==> src/rtl/fwft_frame_unpacker.sv <==
// fwft_frame_unpacker: drains a length-prefixed FWFT FIFO word stream into AXI-Stream beats.
// Define UNPACK_TUSER_EN to add M_TUSER, carrying the header's upper bits on every beat of the frame.
module fwft_frame_unpacker #(
    parameter int unsigned C_WIDTH    = 32,
    parameter int unsigned C_LEN_BITS = 16,
    parameter int unsigned C_MAX_LEN  = 1518
) (
    input  logic                          CLK,
    input  logic                          RST,
    input  logic [C_WIDTH-1:0]            FIFO_DATA,
    input  logic                          FIFO_EMPTY,
    output logic                          FIFO_RD_EN,
    output logic [C_WIDTH-1:0]            M_TDATA,
    output logic [C_WIDTH/8-1:0]          M_TKEEP,
    output logic                          M_TVALID,
    output logic                          M_TLAST,
    input  logic                          M_TREADY,
`ifdef UNPACK_TUSER_EN
    output logic [C_WIDTH-C_LEN_BITS-1:0] M_TUSER,
`endif
    output logic                          ERR_LEN,
    output logic [31:0]                   FRAME_CNT
);

    localparam int unsigned C_BYTES = C_WIDTH / 8;
    localparam int unsigned C_BSH   = $clog2(C_BYTES);
    localparam int unsigned C_CMPW  = (C_LEN_BITS > 32) ? C_LEN_BITS : 32;

    typedef enum logic [1:0] {
        S_IDLE,
        S_DATA,
        S_DROP
    } state_t;

    state_t                r_state;
    logic [C_LEN_BITS-1:0] r_rem;
    logic [C_BSH-1:0]      r_lmod;
    logic [C_WIDTH-1:0]    r_tdata;
    logic [C_BYTES-1:0]    r_tkeep;
    logic                  r_tvalid;
    logic                  r_tlast;
    logic                  r_err;
    logic [31:0]           r_frame_cnt;

    logic [C_LEN_BITS-1:0] w_len;
    logic [C_LEN_BITS:0]   w_sum;
    logic [C_LEN_BITS-1:0] w_words;
    logic                  w_len_zero;
    logic                  w_len_big;
    logic                  w_out_free;
    logic                  w_pop;
    logic                  w_last;
    logic [C_BYTES-1:0]    w_keep_last;

`ifdef UNPACK_TUSER_EN
    logic [C_WIDTH-C_LEN_BITS-1:0] r_user_hdr;
    logic [C_WIDTH-C_LEN_BITS-1:0] r_tuser;
    assign M_TUSER = r_tuser;
`else
    logic w_unused_hdr;
    assign w_unused_hdr = ^FIFO_DATA[C_WIDTH-1:C_LEN_BITS];
`endif

    assign w_len      = FIFO_DATA[C_LEN_BITS-1:0];
    assign w_sum      = {1'b0, w_len} + (C_LEN_BITS+1)'(C_BYTES - 1);
    assign w_words    = C_LEN_BITS'(w_sum >> C_BSH);
    assign w_len_zero = (w_len == '0);
    assign w_len_big  = C_CMPW'(w_len) > C_CMPW'(C_MAX_LEN);
    assign w_out_free = !r_tvalid || M_TREADY;
    assign w_last     = (r_rem == C_LEN_BITS'(1));

    // A pending TLAST beat does not block the next header; DATA waits for it instead.
    always_comb begin
        w_pop = 1'b0;
        if (!RST && !FIFO_EMPTY) begin
            case (r_state)
                S_IDLE:  w_pop = w_out_free || r_tlast;
                S_DATA:  w_pop = w_out_free;
                S_DROP:  w_pop = 1'b1;
                default: w_pop = 1'b0;
            endcase
        end
    end

    always_comb begin
        w_keep_last = '1;
        for (int unsigned i = 0; i < C_BYTES; i++) begin
            if (r_lmod != '0 && C_BSH'(i) >= r_lmod) begin
                w_keep_last[i] = 1'b0;
            end
        end
    end

    always_ff @(posedge CLK) begin
        if (RST) begin
            r_state     <= S_IDLE;
            r_rem       <= '0;
            r_lmod      <= '0;
            r_tdata     <= '0;
            r_tkeep     <= '0;
            r_tvalid    <= 1'b0;
            r_tlast     <= 1'b0;
            r_err       <= 1'b0;
            r_frame_cnt <= '0;
`ifdef UNPACK_TUSER_EN
            r_user_hdr  <= '0;
            r_tuser     <= '0;
`endif
        end else begin
            r_err <= 1'b0;
            if (r_tvalid && M_TREADY) begin
                r_tvalid <= 1'b0;
                if (r_tlast) begin
                    r_frame_cnt <= r_frame_cnt + 32'd1;
                end
            end
            case (r_state)
                S_IDLE: begin
                    if (w_pop) begin
                        r_rem  <= w_words;
                        r_lmod <= w_len[C_BSH-1:0];
`ifdef UNPACK_TUSER_EN
                        r_user_hdr <= FIFO_DATA[C_WIDTH-1:C_LEN_BITS];
`endif
                        if (w_len_zero) begin
                            r_err <= 1'b1;
                        end else if (w_len_big) begin
                            r_err   <= 1'b1;
                            r_state <= S_DROP;
                        end else begin
                            r_state <= S_DATA;
                        end
                    end
                end
                S_DATA: begin
                    if (w_pop) begin
                        r_tdata  <= FIFO_DATA;
                        r_tvalid <= 1'b1;
                        r_tlast  <= w_last;
                        r_tkeep  <= w_last ? w_keep_last : '1;
                        r_rem    <= r_rem - C_LEN_BITS'(1);
`ifdef UNPACK_TUSER_EN
                        r_tuser  <= r_user_hdr;
`endif
                        if (w_last) begin
                            r_state <= S_IDLE;
                        end
                    end
                end
                S_DROP: begin
                    if (w_pop) begin
                        r_rem <= r_rem - C_LEN_BITS'(1);
                        if (w_last) begin
                            r_state <= S_IDLE;
                        end
                    end
                end
                default: r_state <= S_IDLE;
            endcase
        end
    end

    assign FIFO_RD_EN = w_pop;
    assign M_TDATA    = r_tdata;
    assign M_TKEEP    = r_tkeep;
    assign M_TVALID   = r_tvalid;
    assign M_TLAST    = r_tlast;
    assign ERR_LEN    = r_err;
    assign FRAME_CNT  = r_frame_cnt;

endmodule

==> config.mk <==
export PLATFORM = sky130hd
export DESIGN_NAME = fwft_frame_unpacker
export DESIGN_NICKNAME = d
export VERILOG_FILES = /design/src/rtl/fwft_frame_unpacker.sv
export SDC_FILE = /design/constraint.sdc
export NUM_CORES = 1
export LEC_CHECK = 0
export BUFFER_PORTS_ARGS = -buffer_cell sky130_fd_sc_hd__buf_2
export CAP_MARGIN = 0
export CORE_ASPECT_RATIO = 1.25
export CORE_MARGIN = 4
export CORE_UTILIZATION = 48
export CTS_BUF_LIST = sky130_fd_sc_hd__clkbuf_4 sky130_fd_sc_hd__clkbuf_8 sky130_fd_sc_hd__clkbuf_16
export DETAILED_ROUTE_END_ITERATION = 7
export MAX_ROUTING_LAYER = met4
export PLACE_DENSITY_LB_ADDON = 0.1
export SETUP_SLACK_MARGIN = 0.1
export SLEW_MARGIN = 20
export SYNTH_ARGS = -nofsm -noshare
export SYNTH_HDL_FRONTEND = slang
export SYNTH_SLANG_ARGS = --single-unit
==> constraint.sdc <==
create_clock -name CLK -period 2.2 [get_ports CLK]
set_clock_uncertainty 0.15 [all_clocks]
set_input_delay 0.44 -clock CLK [delete_from_list [all_inputs] [get_ports CLK]]
set_output_delay 0.44 -clock CLK [all_outputs]
set_load 0.02 [all_outputs]
; ---- Word level (Yosys, flattened, before mapping)
; Cells that the tools add are included.
[totals]
ff_bits = 91
inputBits = 36
output_inout_bits = 72
word_cells = 69
[classes]
n_addsub = 3
magnitude_cmp = 5
n_eq_ne = 7
mux = 21
bitwise = 2
reduce_logical = 22
[ops]
columns = cell, count
row1 = "32-bit by 1-bit adder with 32-bit output, second input constant", 1
row2 = 16-bit 2-to-1 mux, 2
row3 = 16-bit one-hot mux with 2 select lines, 1
row4 = "16-bit by 2-bit adder with 17-bit output, second input constant", 1
row5 = "16-bit by 1-bit equality test with 1-bit output, second input constant", 1
row6 = "16-bit by 11-bit greater-than comparator with 1-bit output, second input constant", 1
row7 = 16-bit logical NOT, 1
row8 = "16-bit by 1-bit subtractor with 16-bit output, second input constant", 1
row9 = 1-bit 2-to-1 mux, 10
row10 = 2-bit 2-to-1 mux, 5
row11 = 1-bit logical AND, 6
row12 = 2-bit AND reduction, 3
row13 = "1-bit by 2-bit >= comparator with 1-bit output, first input constant", 2
row14 = "2-bit >= comparator, first input constant", 2
row15 = 4-bit 2-to-1 mux, 1
row16 = "2-bit by 1-bit != test with 1-bit output, second input constant", 2
row17 = "2-bit != test, second input constant", 2
row18 = 2-bit one-hot mux with 2 select lines, 1
row19 = 4-bit AND reduction, 1
row20 = 2-bit nonzero test, 2
row21 = 1-bit logical NOT, 3
row22 = 1-bit one-hot mux with 3 select lines, 1
row23 = 3-bit AND reduction, 1
row24 = 3-bit OR reduction, 1
row25 = other kinds (6), 8

; ---- Logic depth before layout (Yosys ltp)
[depth]
word_depth = 7
depth_mapped = 9
depth_no_buf = 7

; ---- Least setup slack after synthesis
; Ideal clock, no wire load.
[synth_timing]
kind = reg2reg
startpoint = register r_frame_cnt[11], in the netlist FRAME_CNT[11]
endpoint = register r_frame_cnt[28], in the netlist FRAME_CNT[28]
setup_time_ps = 123
arrival_ps = 2045
required_ps = 1927
slack_ps = -119
stages_incl_launch_ff = 8
path_buffers = 2
period_less_slack_ps = 2319
cell_sequence = dfxtp_1 -> and4_4 -> nand3_4 -> or3_1 -> clkbuf_2 -> buf_4 -> nor4_4 -> mux2_1
[synth_via]
elab_chain_len = 1
[synth_rtl]
columns = item, line_no
row1 = from (decl), 43  ; logic [31:0] r_frame_cnt;
row2 = from (signal assigned), 114  ; r_frame_cnt <= r_frame_cnt + 32'd1;
row3 = 32-bit by 1-bit adder with 32-bit output, 114
; No other way between the ends.
; A chain may end at the register's enable or synchronous reset.

; ---- Worst setup path after layout
[layout_timing]
startpoint = register r_state[1]
endpoint = output port FIFO_RD_EN
[layout_via]
elab_chain_len = 3
word_cells_on_any_way = 5
cone_classes = eq/ne: 2 / mux: 2 / reduce/logical: 1
[layout_rtl]
columns = item, line_no
row1 = from (decl), 35  ; state_t r_state;
row2 = from (signal assigned), 96  ; r_state <= S_IDLE;
row3 = from (signal assigned), 129  ; r_state <= S_DROP;
row4 = from (signal assigned), 131  ; r_state <= S_DATA;
row5 = 2-bit equality test (tied with other cells), 76  ; case (r_state)
row6 = 1-bit one-hot mux with 3 select lines (*), 76
row7 = 1-bit 2-to-1 mux (*), 75  ; if (!RST && !FIFO_EMPTY) begin
row8 = to (decl), 12  ; output logic FIFO_RD_EN,
; Mark *: on every way between the ends. The rest lies on a longest branch, timed or not.

==> metrics.yaml <==
sta:
  relSlewSlack: 0.382
  fin_crit_sh: 0.984
  setup_tns_ns: 0
  min_period_ns: 2.16
  worstMarginPinSlew_ns: 0.926
  setup_violations: 0
  finalMaxSlewViolations: 0
  timing.fmax_mhz: 462
  rsz0062_at_grt: "yes"
  hold_viol_final: 0
worst_setup_path:
  reg2reg_slack_ns: 0.08
  cp_cell_sequence: "buf_4 > ha_4 > o31ai_4 > buf_6 > nor2_4 > buf_6"
  critPathKind: "flop to primary output"
  cp-start-kind: "flop"
  rr_worst_depth: 9
  slowest_stage: "dfxtp_4"
  critPathMaxFanout: 3
  cpMostUsedCell: "buf_6"
  path_delay_family: "buffers and inverters"
  timing.rr.start: "r_state[1]"
  cp_num_cells: 6
  end_kind: "primary output"
  timing.rr.end: "r_rem[0]"
  cp.buffers_inverters: 3
  critPathArrivalTime_ns: 1.57
  cp_slowest_stage_delay_ns: 0.37
  cp.required_ns: 1.61
place:
  globalplace.congestion: 0.833
  numPlacedInstances: 781
  port_buffers: 107
  hpwlAfterDp_um: 8360
clock_network:
  path_clk_slew_ns: 0.09
  cts_inserted_buffers: 9
  cts_tree: "yes"
  cts_htree_levels: 3
  cts_root_buf: "clkbuf_8"
  insertion_delay_ns: 0.36
  hold_buffers: 0
  cts_sinks: 91
  clockBufferDepth: 2
detailed_routing:
  ant_nets: 0
  first_pass_iters: 6
  wl_um: 12600
  drt-initial-drc-count: 209
  vias_per_cell: 5.60
  wire_per_inst_um: 15.3
  via_count: 4604
  drc: 0
floorplan:
  row_count: 38
  die_y_um: 115
  pin_count: 108
  core_area_um2: 8840
  dieArea_um2: 10800
  initial_core_util: 0.501
  chipWidth_um: 94.0
global_routing:
  antenna_found_initial: 0
  grt_pass1_wl_um: 19700
  grt_max_degree: 86
  grt_usage: 0.229
  grt_overflow: 0
  grt_pass1_vias: 4312
run_status:
  status: "completed"
pwr:
  power_leakage_nw: 2.34
  totalPowerFinal_w: 0.00375
  pwr_density_cell_nw_per_um2: 625
  peakVddDrop_mv: 0.376
hold_path:
  hold_class: "input port to flop"
  min_from: "FIFO_DATA[27]"
  worstHoldPathCells: 3
  hold_end: "M_TDATA[27]"
synth:
  synth_area_per_cell_um2: 7.99
  syn_area_um2: 4430
  synth_cell_type_count: 55
  synthArstFlopShare: 0
  synth_nets: 600
  yosysSeqAreaShare: 0.411
  syn_inst: 555
  synth_edf_count: 0
  ys_warn_count: 0
  synth_flop_cell: "dfxtp_1"
  ys_ff_latch: 91
finish:
  drive_gt1_frac: 0.355
  diodes: 0
  nFillCells: 742
  layoutNonFillerInstCount: 822
  final_nets: 742
  final_cell_mix: "106 x buf_2, 101 x nand2_1, 72 x dfxtp_1"
  final_common_cell: "buf_2"
  syn_to_final_growth_pct: 35.2
job:
  drv_cap: 0
through the flow:
step	util	hold slack [ns]	area [um^2]	worst slack, ns
3_5_place_dp	0.597	0.293	5280	0.0135
4_1_cts	0.640	0.142	5660	-0.00240
6_report	0.678	0.158	5990	0.0357
2_1_floorplan	-	0.286	4460	0.100
3_3_place_gp	0.597	0.289	5280	0.0575
5_1_grt	0.678	0.158	5990	-0.0109
worst max-delay path by stage:
stage                        from            end  slack, ns
floorplan           FRAME_CNT[12]  FRAME_CNT[28]       0.10
global placement              RST       r_rem[6]       0.06
detailed placement            RST       r_rem[6]       0.01
CTS                    r_state[1]     FIFO_RD_EN     -0.002
global route           r_state[1]     FIFO_RD_EN      -0.01
finish                 r_state[1]     FIFO_RD_EN       0.04
metal layers:
layer / up-vias / routed length (um) / global-route usage / part of all wire
li1: 2248 / - / - / -
met1: 2184 / 5260 / 0.268 / 0.42
met2: 141 / 6450 / 0.394 / 0.51
met3: 31 / 495 / 0.0240 / 0.039
met4: 0 / 398 / 0.108 / 0.032
met5: - / 0 / - / 0
synthesized netlist by cell type (2+ instances only):
cell type	number	area [um^2]
nand2_1	102	383
dfxtp_1	91	1820
a21oi_1	59	295
nor2_1	38	143
clkbuf_1	25	93.8
xnor2_1	21	184
o21ai_0	20	100
nor3_1	17	85.1
inv_1	16	60.1
nand4_1	16	100
nand3_1	14	70.1
xor2_1	12	105
nor4_1	11	68.8
o31ai_1	11	82.6
or3_1	10	62.6
ha_1	9	113
or4_1	9	67.6
nand2b_1	5	31.3
o211ai_1	5	37.5
o31a_1	5	43.8
a32o_1	4	40.0
buf_1	4	15.0
o22ai_1	4	25.0
a211oi_1	3	22.5
buf_4	3	22.5
nor2b_1	3	18.8
a311oi_1	2	17.5
a31oi_1	2	12.5
and2_1	2	12.5
and3_1	2	12.5
and4_1	2	17.5
buf_2	2	10.0
nor3_2	2	20.0
o2bb2ai_1	2	17.5
o32ai_1	2	17.5
cell type report:
class	instances	area (um^2)	area share
multi-input combinational	412	2670	0.445
sequential	91	1860	0.310
timing repair buffer	166	1030	0.171
clock buffer	12	153	0.0255
tap	120	150	0.0250
clock inverter	4	73.8	0.0123
inverter	17	63.8	0.0106
where the power goes:
part / internal, W / switching [W] / leakage (nW)
sequential: 0.00169 / 0.0000582 / 0.746
combinational: 0.000316 / 0.000402 / 1.47
clock: 0.000697 / 0.000586 / 0.117
total: 0.00270 / 0.00105 / 2.34
worst register-to-register path, cell delays in order (launching register included):
cell     delay, ns
dfxtp_4       0.37
ha_4          0.16
nor3_4        0.17
o31ai_4       0.12
buf_6         0.14
buf_4         0.13
nor3_4        0.26
buf_6         0.18
nand4_1       0.16
a31oi_1       0.19
flip-flops by register name, summed over array words and instances, names as in the netlist, 2 cells and up:
register / flops
FRAME_CNT: 32
M_TDATA: 32
M_TKEEP: 4
r_lmod: 2
r_rem: 16
r_state: 2
timing repair:
item / CTS / global route
buffers inserted: 8 / 13
cloned: 2 / 2
endpoints found under the setup margin: 2 / 27
pin swaps: 6 / 28
gates resized for setup: 24 / 59
cell families (layout without fill, tap and decap cells):
family          Yosys count  after routing  share of synthesized area
flops                    91             91                      0.411
mux                       2              2                    0.00480
buf+inv                  52            199                     0.0474
compound gates          126            126                      0.177
fa+ha+maj                 9              9                     0.0254
xor+xnor                 33             33                     0.0652
simple gates            242            242                      0.270
Power figures use the tool's default switching activity.
